## src/rtl/mem_arb_pkg.sv

```systemverilog
// Shared definitions for the two-port memory arbiter: FSM encoding,
// word geometry and port indices.
package mem_arb_pkg;

    typedef enum logic [1:0] {
        IDLE   = 2'd0,
        ACCESS = 2'd1,
        RESP   = 2'd2
    } state_t;

    localparam int WORD_BYTES = 4;
    localparam int OFS_W      = $clog2(WORD_BYTES);

    localparam int P0 = 0;
    localparam int P1 = 1;

    function automatic logic misaligned(input logic [OFS_W-1:0] lsb);
        return lsb != '0;
    endfunction

endpackage

```

## src/rtl/rr_arb2.sv

```systemverilog
// Two-input round-robin grant. last_grant only moves when both ports
// contend, so a lone requester never steals the other's next turn.
module rr_arb2
    import mem_arb_pkg::*;
(
    input  logic       clk,
    input  logic       rst_n,
    input  logic [1:0] req,
    input  logic       advance,
    output logic [1:0] gnt
);

    logic last_grant;

    always_comb begin
        gnt = 2'b00;
        case (req)
            2'b01:   gnt = 2'b01;
            2'b10:   gnt = 2'b10;
            2'b11:   gnt = last_grant ? 2'b01 : 2'b10;
            default: gnt = 2'b00;
        endcase
    end

    always_ff @(posedge clk or negedge rst_n) begin
        if (!rst_n) begin
            last_grant <= 1'b1;
        end else if (advance && (&req)) begin
            last_grant <= gnt[P1];
        end
    end

endmodule

```

## src/rtl/mem_arbiter.sv

```systemverilog
// Shares one word-addressed memory between two requesters: round-robin
// grant, one-cycle strobe, one-cycle acknowledge with read data.
module mem_arbiter
    import mem_arb_pkg::*;
#(
    parameter int AW = 32,
    parameter int DW = 32
) (
    input  logic          clk,
    input  logic          rst_n,
    input  logic          req0,
    input  logic          we0,
    input  logic [AW-1:0] addr0,
    input  logic [DW-1:0] wdata0,
    output logic          ack0,
    output logic          err0,
    input  logic          req1,
    input  logic          we1,
    input  logic [AW-1:0] addr1,
    input  logic [DW-1:0] wdata1,
    output logic          ack1,
    output logic          err1,
    output logic [DW-1:0] rdata,
    output logic [AW-1:0] mem_addr,
    output logic [DW-1:0] mem_din,
    output logic          mem_read,
    output logic          mem_write,
    input  logic [DW-1:0] mem_dout
);

    state_t        state;
    logic          port_q;
    logic          we_q;
    logic [1:0]    gnt;
    logic          advance;
    logic          gport;
    logic          gwe;
    logic [AW-1:0] gaddr;
    logic [DW-1:0] gwdata;

    assign advance = (state == IDLE);

    rr_arb2 u_arb (
        .clk     (clk),
        .rst_n   (rst_n),
        .req     ({req1, req0}),
        .advance (advance),
        .gnt     (gnt)
    );

    assign gport  = gnt[P1];
    assign gwe    = gport ? we1    : we0;
    assign gaddr  = gport ? addr1  : addr0;
    assign gwdata = gport ? wdata1 : wdata0;

    // mem_addr/mem_din double as the grant-time latch, so later requester
    // changes cannot reach the memory.
    always_ff @(posedge clk or negedge rst_n) begin
        if (!rst_n) begin
            state     <= IDLE;
            port_q    <= 1'b0;
            we_q      <= 1'b0;
            ack0      <= 1'b0;
            ack1      <= 1'b0;
            err0      <= 1'b0;
            err1      <= 1'b0;
            rdata     <= '0;
            mem_addr  <= '0;
            mem_din   <= '0;
            mem_read  <= 1'b0;
            mem_write <= 1'b0;
        end else begin
            case (state)
                IDLE: begin
                    if (|gnt) begin
                        port_q <= gport;
                        if (misaligned(gaddr[OFS_W-1:0])) begin
                            rdata <= '0;
                            state <= RESP;
                            if (gport) begin
                                ack1 <= 1'b1;
                                err1 <= 1'b1;
                            end else begin
                                ack0 <= 1'b1;
                                err0 <= 1'b1;
                            end
                        end else begin
                            we_q      <= gwe;
                            mem_addr  <= gaddr;
                            mem_din   <= gwdata;
                            mem_write <= gwe;
                            mem_read  <= !gwe;
                            state     <= ACCESS;
                        end
                    end
                end
                ACCESS: begin
                    mem_read  <= 1'b0;
                    mem_write <= 1'b0;
                    rdata     <= we_q ? '0 : mem_dout;
                    if (port_q) begin
                        ack1 <= 1'b1;
                    end else begin
                        ack0 <= 1'b1;
                    end
                    state <= RESP;
                end
                RESP: begin
                    ack0  <= 1'b0;
                    ack1  <= 1'b0;
                    err0  <= 1'b0;
                    err1  <= 1'b0;
                    state <= IDLE;
                end
                default: state <= IDLE;
            endcase
        end
    end

endmodule

```

## config.mk

```make
export PLATFORM = sky130hd
export DESIGN_NAME = mem_arbiter
export DESIGN_NICKNAME = d
export VERILOG_FILES = /design/src/rtl/mem_arb_pkg.sv /design/src/rtl/rr_arb2.sv /design/src/rtl/mem_arbiter.sv
export SDC_FILE = /design/constraint.sdc
export NUM_CORES = 1
export LEC_CHECK = 0
export BUFFER_PORTS_ARGS = -buffer_cell sky130_fd_sc_hd__buf_4
export CAP_MARGIN = 10
export CORE_MARGIN = 2
export CORE_UTILIZATION = 33
export DETAILED_ROUTE_END_ITERATION = 12
export PLACE_DENSITY_LB_ADDON = 0.2
export SETUP_SLACK_MARGIN = 0.15
export SLEW_MARGIN = 20
export SYNTH_ARGS = -nofsm -noshare
export SYNTH_HDL_FRONTEND = slang
export SYNTH_SLANG_ARGS = --single-unit
```

## constraint.sdc

```tcl
create_clock -name clk -period 1.7 [get_ports clk]
set_input_delay 0.085 -clock clk [delete_from_list [all_inputs] [get_ports clk]]
set_output_delay 0.085 -clock clk [all_outputs]
set_load 0.02 [all_outputs]
```

### Word-level counts from Yosys, hierarchy flattened

Index checks and enable logic that the tools add are counted.

* eq/ne operators: 12
* mux-type cells: 30
* bitwise logic cells: 1
* reductions and logical operators: 17

Operator list (count)
* $mux 32: 5
* $pmux 32 s2: 1
* $ne 2x2->1 const B: 7
* $mux 1: 13
* $reduce_and 5->1: 2
* $reduce_and 3->1: 3
* $pmux 1 s2: 4
* $reduce_and 4->1: 2
* $eq 2x2->1 const B: 3
* $mux 2: 3
* $pmux 1 s3: 2
* $pmux 2 s3: 1
* $reduce_bool 2->1: 3
* $eq 2x1->1 const B: 2
* $pmux 2 s2: 1
* $reduce_and 2->1: 2
* $reduce_bool 3->1: 1
* $logic_not 2->1: 1
* $reduce_or 2->1: 1
* $logic_and 1x1->1: 1
* $logic_not 1->1: 1
* $not 1->1: 1

* register bits after elaboration: 107
* bits of input ports: 166

### Logic depth before layout (Yosys ltp)

* depth in word-level cells: 7
* depth in mapped cells: 7
* mapped depth without buffers: 4

### Hierarchy

From an unflattened synthesis, not the netlist that was laid out.

* cells, all modules: 396
* area total of the unflattened synthesis: 5052.3 um^2

By module, submodules not included
* mem_arbiter: instances 1, cells an instance 390, area each 4993.5 um^2, sequential area each 2652.5 um^2
* rr_arb2: instances 1, cells an instance 6, area each 58.8 um^2, sequential area each 26.3 um^2

### Least setup slack after synthesis

OpenSTA, ideal clock, no wires.

* path kind: reg-to-reg
* start point: register u_arb.last_grant
* end point: register mem_addr[10]
* setup time: 125 ps
* arrival time: 1717 ps
* setup slack: -143 ps
* stages on the path, launching flop included: 8
* path buffers: 3
* clock period less this slack: 1843 ps
* cell sequence: dfstp_2 a21boi_2 mux2_4 nor2b_1 buf_6 buf_6 buf_6 mux2_4

* word-level cells in the longest chain between the ends: 6
* elaborated cells on any way between the ends: 7
* those cells by class: mux (3); bitwise (1); reduce/logical (3)

RTL lines
* start, declared: line rr_arb2.sv:13 `logic last_grant;`
* start signal, assigned: line rr_arb2.sv:29 `last_grant <= gnt[P1];`
* $mux 2 *: line rr_arb2.sv:20 `2'b11: gnt = last_grant ? 2'b01 : 2'b10;`
* $pmux 2 s3 *: line rr_arb2.sv:17 `case (req)`
* $mux 32: line mem_arbiter.sv:53 `assign gaddr = gport ? addr1 : addr0;`
* $reduce_bool 2->1: line mem_arb_pkg.sv:18 `return lsb != '0;`
* $not 1->1 (no line)
* $reduce_and 3->1 (no line)
* end signal, assigned: line mem_arbiter.sv:89 `mem_addr <= gaddr;`
* end, declared: line mem_arbiter.sv:24 `output logic [AW-1:0] mem_addr,`

Mark *: on every way between the ends. The rest lies on a longest branch, timed or not.
A chain may end at the register's enable or synchronous reset.

### Worst setup path in the final report

* start point: register u_arb.last_grant
* end point: register mem_addr[15]

Same word-level chain as after synthesis.

==> flow_summary.yaml <==
status:
  outcome: "finished, violations left"
  violations: "setup timing"
timing:
  rsz0062_at_grt: "yes"
  slew_headroom: 0.675
  worstMarginPinSlew_ns: 0.488
  fmax_mhz: 564
  period_share: 1.04
  post-route-min-period_ns: 1.77
  drv_slew: 0
  setup_violations: 79
  finalWorstSetupSlack_ns: -0.0726
  hold_viol: 0
  clock_skew_ns: 0.00461
  fin_hold_ws_ns: 0.00111
floorplan:
  ios: 268
  core-area_mm2: 0.0152
  die_h_um: 129
  start_util: 0.337
  die_w_um: 129
  die_area_mm2: 0.0165
  placementRows: 45
synth:
  yosysTopAreaCellShare: 0.518
  postSynthCellCount: 393
  ys_warn_count: 0
  ys_ff_latch: 107
  synth_area_leader_cell: "dfrtp_1"
  syn_area_mm2: 0.00512
  async_reset_ff_frac: 1.00
  synthTopCellsByCount: "mux2_2, dfrtp_1, o21ai_0, nand2b_1, a22oi_1"
  yosysSeqAreaShare: 0.523
  post-synth-top-count-cell: "mux2_2"
  synthDistinctLibCells: 25
  synth_edf_count: 0
  syn_avg_cell_area_um2: 13.0
  synth_ff_type: "dfrtp_1"
  syn-num-nets: 559
  yosys-top-cells-area: "dfrtp_1, mux2_2, a22oi_1"
worst_setup_path:
  crit_type: "reg2reg"
  critical_path.max_fanout: 13
  arrival_ns: 2.00
  cp.required_ns: 1.92
  crit_path_end_kind: "flip-flop"
  start_kind: "flip-flop"
  ff2ff_setup_slack_ns: -0.07
final_layout:
  drive_gt1_frac: 0.647
  design_area_mm2: 0.00835
  nets: 868
  n_antenna_cell: 0
  fin_util: 0.549
  area_growth_syn_to_layout_pct: 63.0
job:
  maxCapViolCount: 0
min_path:
  hp-class: "in2reg"
detailed_routing:
  drtIter0Drc: 204
  dr.pass1.iters: 4
  wl_per_cell_um: 17.2
  vias_per_cell: 4.88
  met1Wirelength_um: 6010
  ant_nets: 0
  dr_wl_met3_um: 982
  wl_met2_um: 8220
  highest_layer: "met4"
  drt-total-wl_um: 15400
  vias: 4361
  drcViolationCount: 0
power_and_ir_drop:
  irDropWorstVdd_uv: 675
  p_total_mw: 12.3
  p_leak_nw: 3.89
  power_density_mw_per_mm2: 1470
placed_design:
  dpl.hpwl_um: 10500
  pre_cts_ws_ns: -0.0887
  gp_congestion: 0.765
  dpl_cell_area_mm2: 0.00745
  io_buffers: 267
grt:
  grt_max_degree: 53
  gr-total-overflow: 0
  grt_pass1_wl_um: 23500
  antenna_found_initial: 0
  grt_pass1_vias: 4566
  track_usage: 0.182
clock_network:
  cts_made_buffers: 9
  root_buffer: "clkbuf_16"
  clk-insertion-delay-late_ns: 0.34
  clockBufferDepth: 2
  cts_tree: "built"
  cts_num_sinks: 107
  htree_levels: 3
  clkTransAtPathRegs_ns: 0.07
-- sequential cells by signal, summed over array words and instances (netlist names) --
signal	count
state	2
mem_addr	32
mem_din	32
mem_write	1
we_q	1
ack1	1
port_q	1
u_arb.last_grant	1
rdata	32
err0	1
mem_read	1
err1	1
ack0	1
-- worst max-delay path: stages (launching register included) --
cell,delay (ns)
dfstp_2,0.56
a21boi_4,0.06
mux2_4,0.30
nor2b_4,0.14
buf_12,0.14
buf_12,0.15
mux2_4,0.30
-- layer usage --
metal,track usage,vias up
li1,-,2035
met1,0.207,2149
met2,0.340,165
met3,0.0374,12
met4,0.0614,0
met5,0,-
-- per-stage QoR --
stage                     std cells  TNS (ns)
after floorplan                 393     -2.20
after global placement          835     -1.13
after detailed placement        835     -2.68
after CTS                       890     -5.83
after global routing            894     -7.65
final                           894     -2.96
-- where the power goes --
group	switching [mW]	internal (mW)
Sequential	0.678	3.63
Clock	0.907	1.18
Combinational	2.85	3.02
Total	4.44	7.82
-- cells in the final DEF (no fill, tap or decap), drive strengths merged --
cell	instances
a22oi	32
nor2b	4
a21boi	1
and3	1
bufinv	1
a32o	2
clkinvlp	1
nand2b	34
mux2	126
xor2	1
a22o	1
nor2	10
clkbuf	13
o21ba	1
nor4b	1
dlygate4sd3	32
mux2i	1
dfrtp	106
o21ai	37
buf	293
nor4	1
dfstp	1
nand2	1
o21a	2
inv	1
clkinv	2
-- logic make-up after synthesis --
kind of cell / after synthesis / share of synthesized area
AO/OA/AOI/OAI: 76 / 0.0957
XOR/XNOR: 1 / 0.00171
multiplexers: 127 / 0.291
flip-flops: 107 / 0.523
buffers and inverters: 30 / 0.0305
AND/OR/NAND/NOR: 52 / 0.0586
-- worst paths after layout --
check,startpoint,endpoint,depth (start not counted)
max,u_arb.last_grant,mem_addr[15],6
max in group asynchronous,rst_n,mem_addr[7],3
min reg2reg,mem_din[21],mem_din[21],1
min in group asynchronous,rst_n,mem_addr[13],2
max reg2reg,u_arb.last_grant,mem_addr[15],6
min,mem_dout[16],rdata[16],3
-- timing repair --
item,in CTS,in global routing
setup buffers,4,2
pin swaps,1,3
endpoints found under the setup margin,102,104
hold endpoints to repair,62,0
hold buffers,32,0
cloned,4,2
gates resized for setup,37,23
-- final cells by class --
class	count	area, um^2
clock buffers	11	243
clock inverters	4	51.3
fillers	1324	6850
inverters	1	3.75
multi-input cells	256	2380
flip-flops and latches	107	2680
well taps	188	235
repair buffers	327	2760
(Power assumes the default switching activity.)
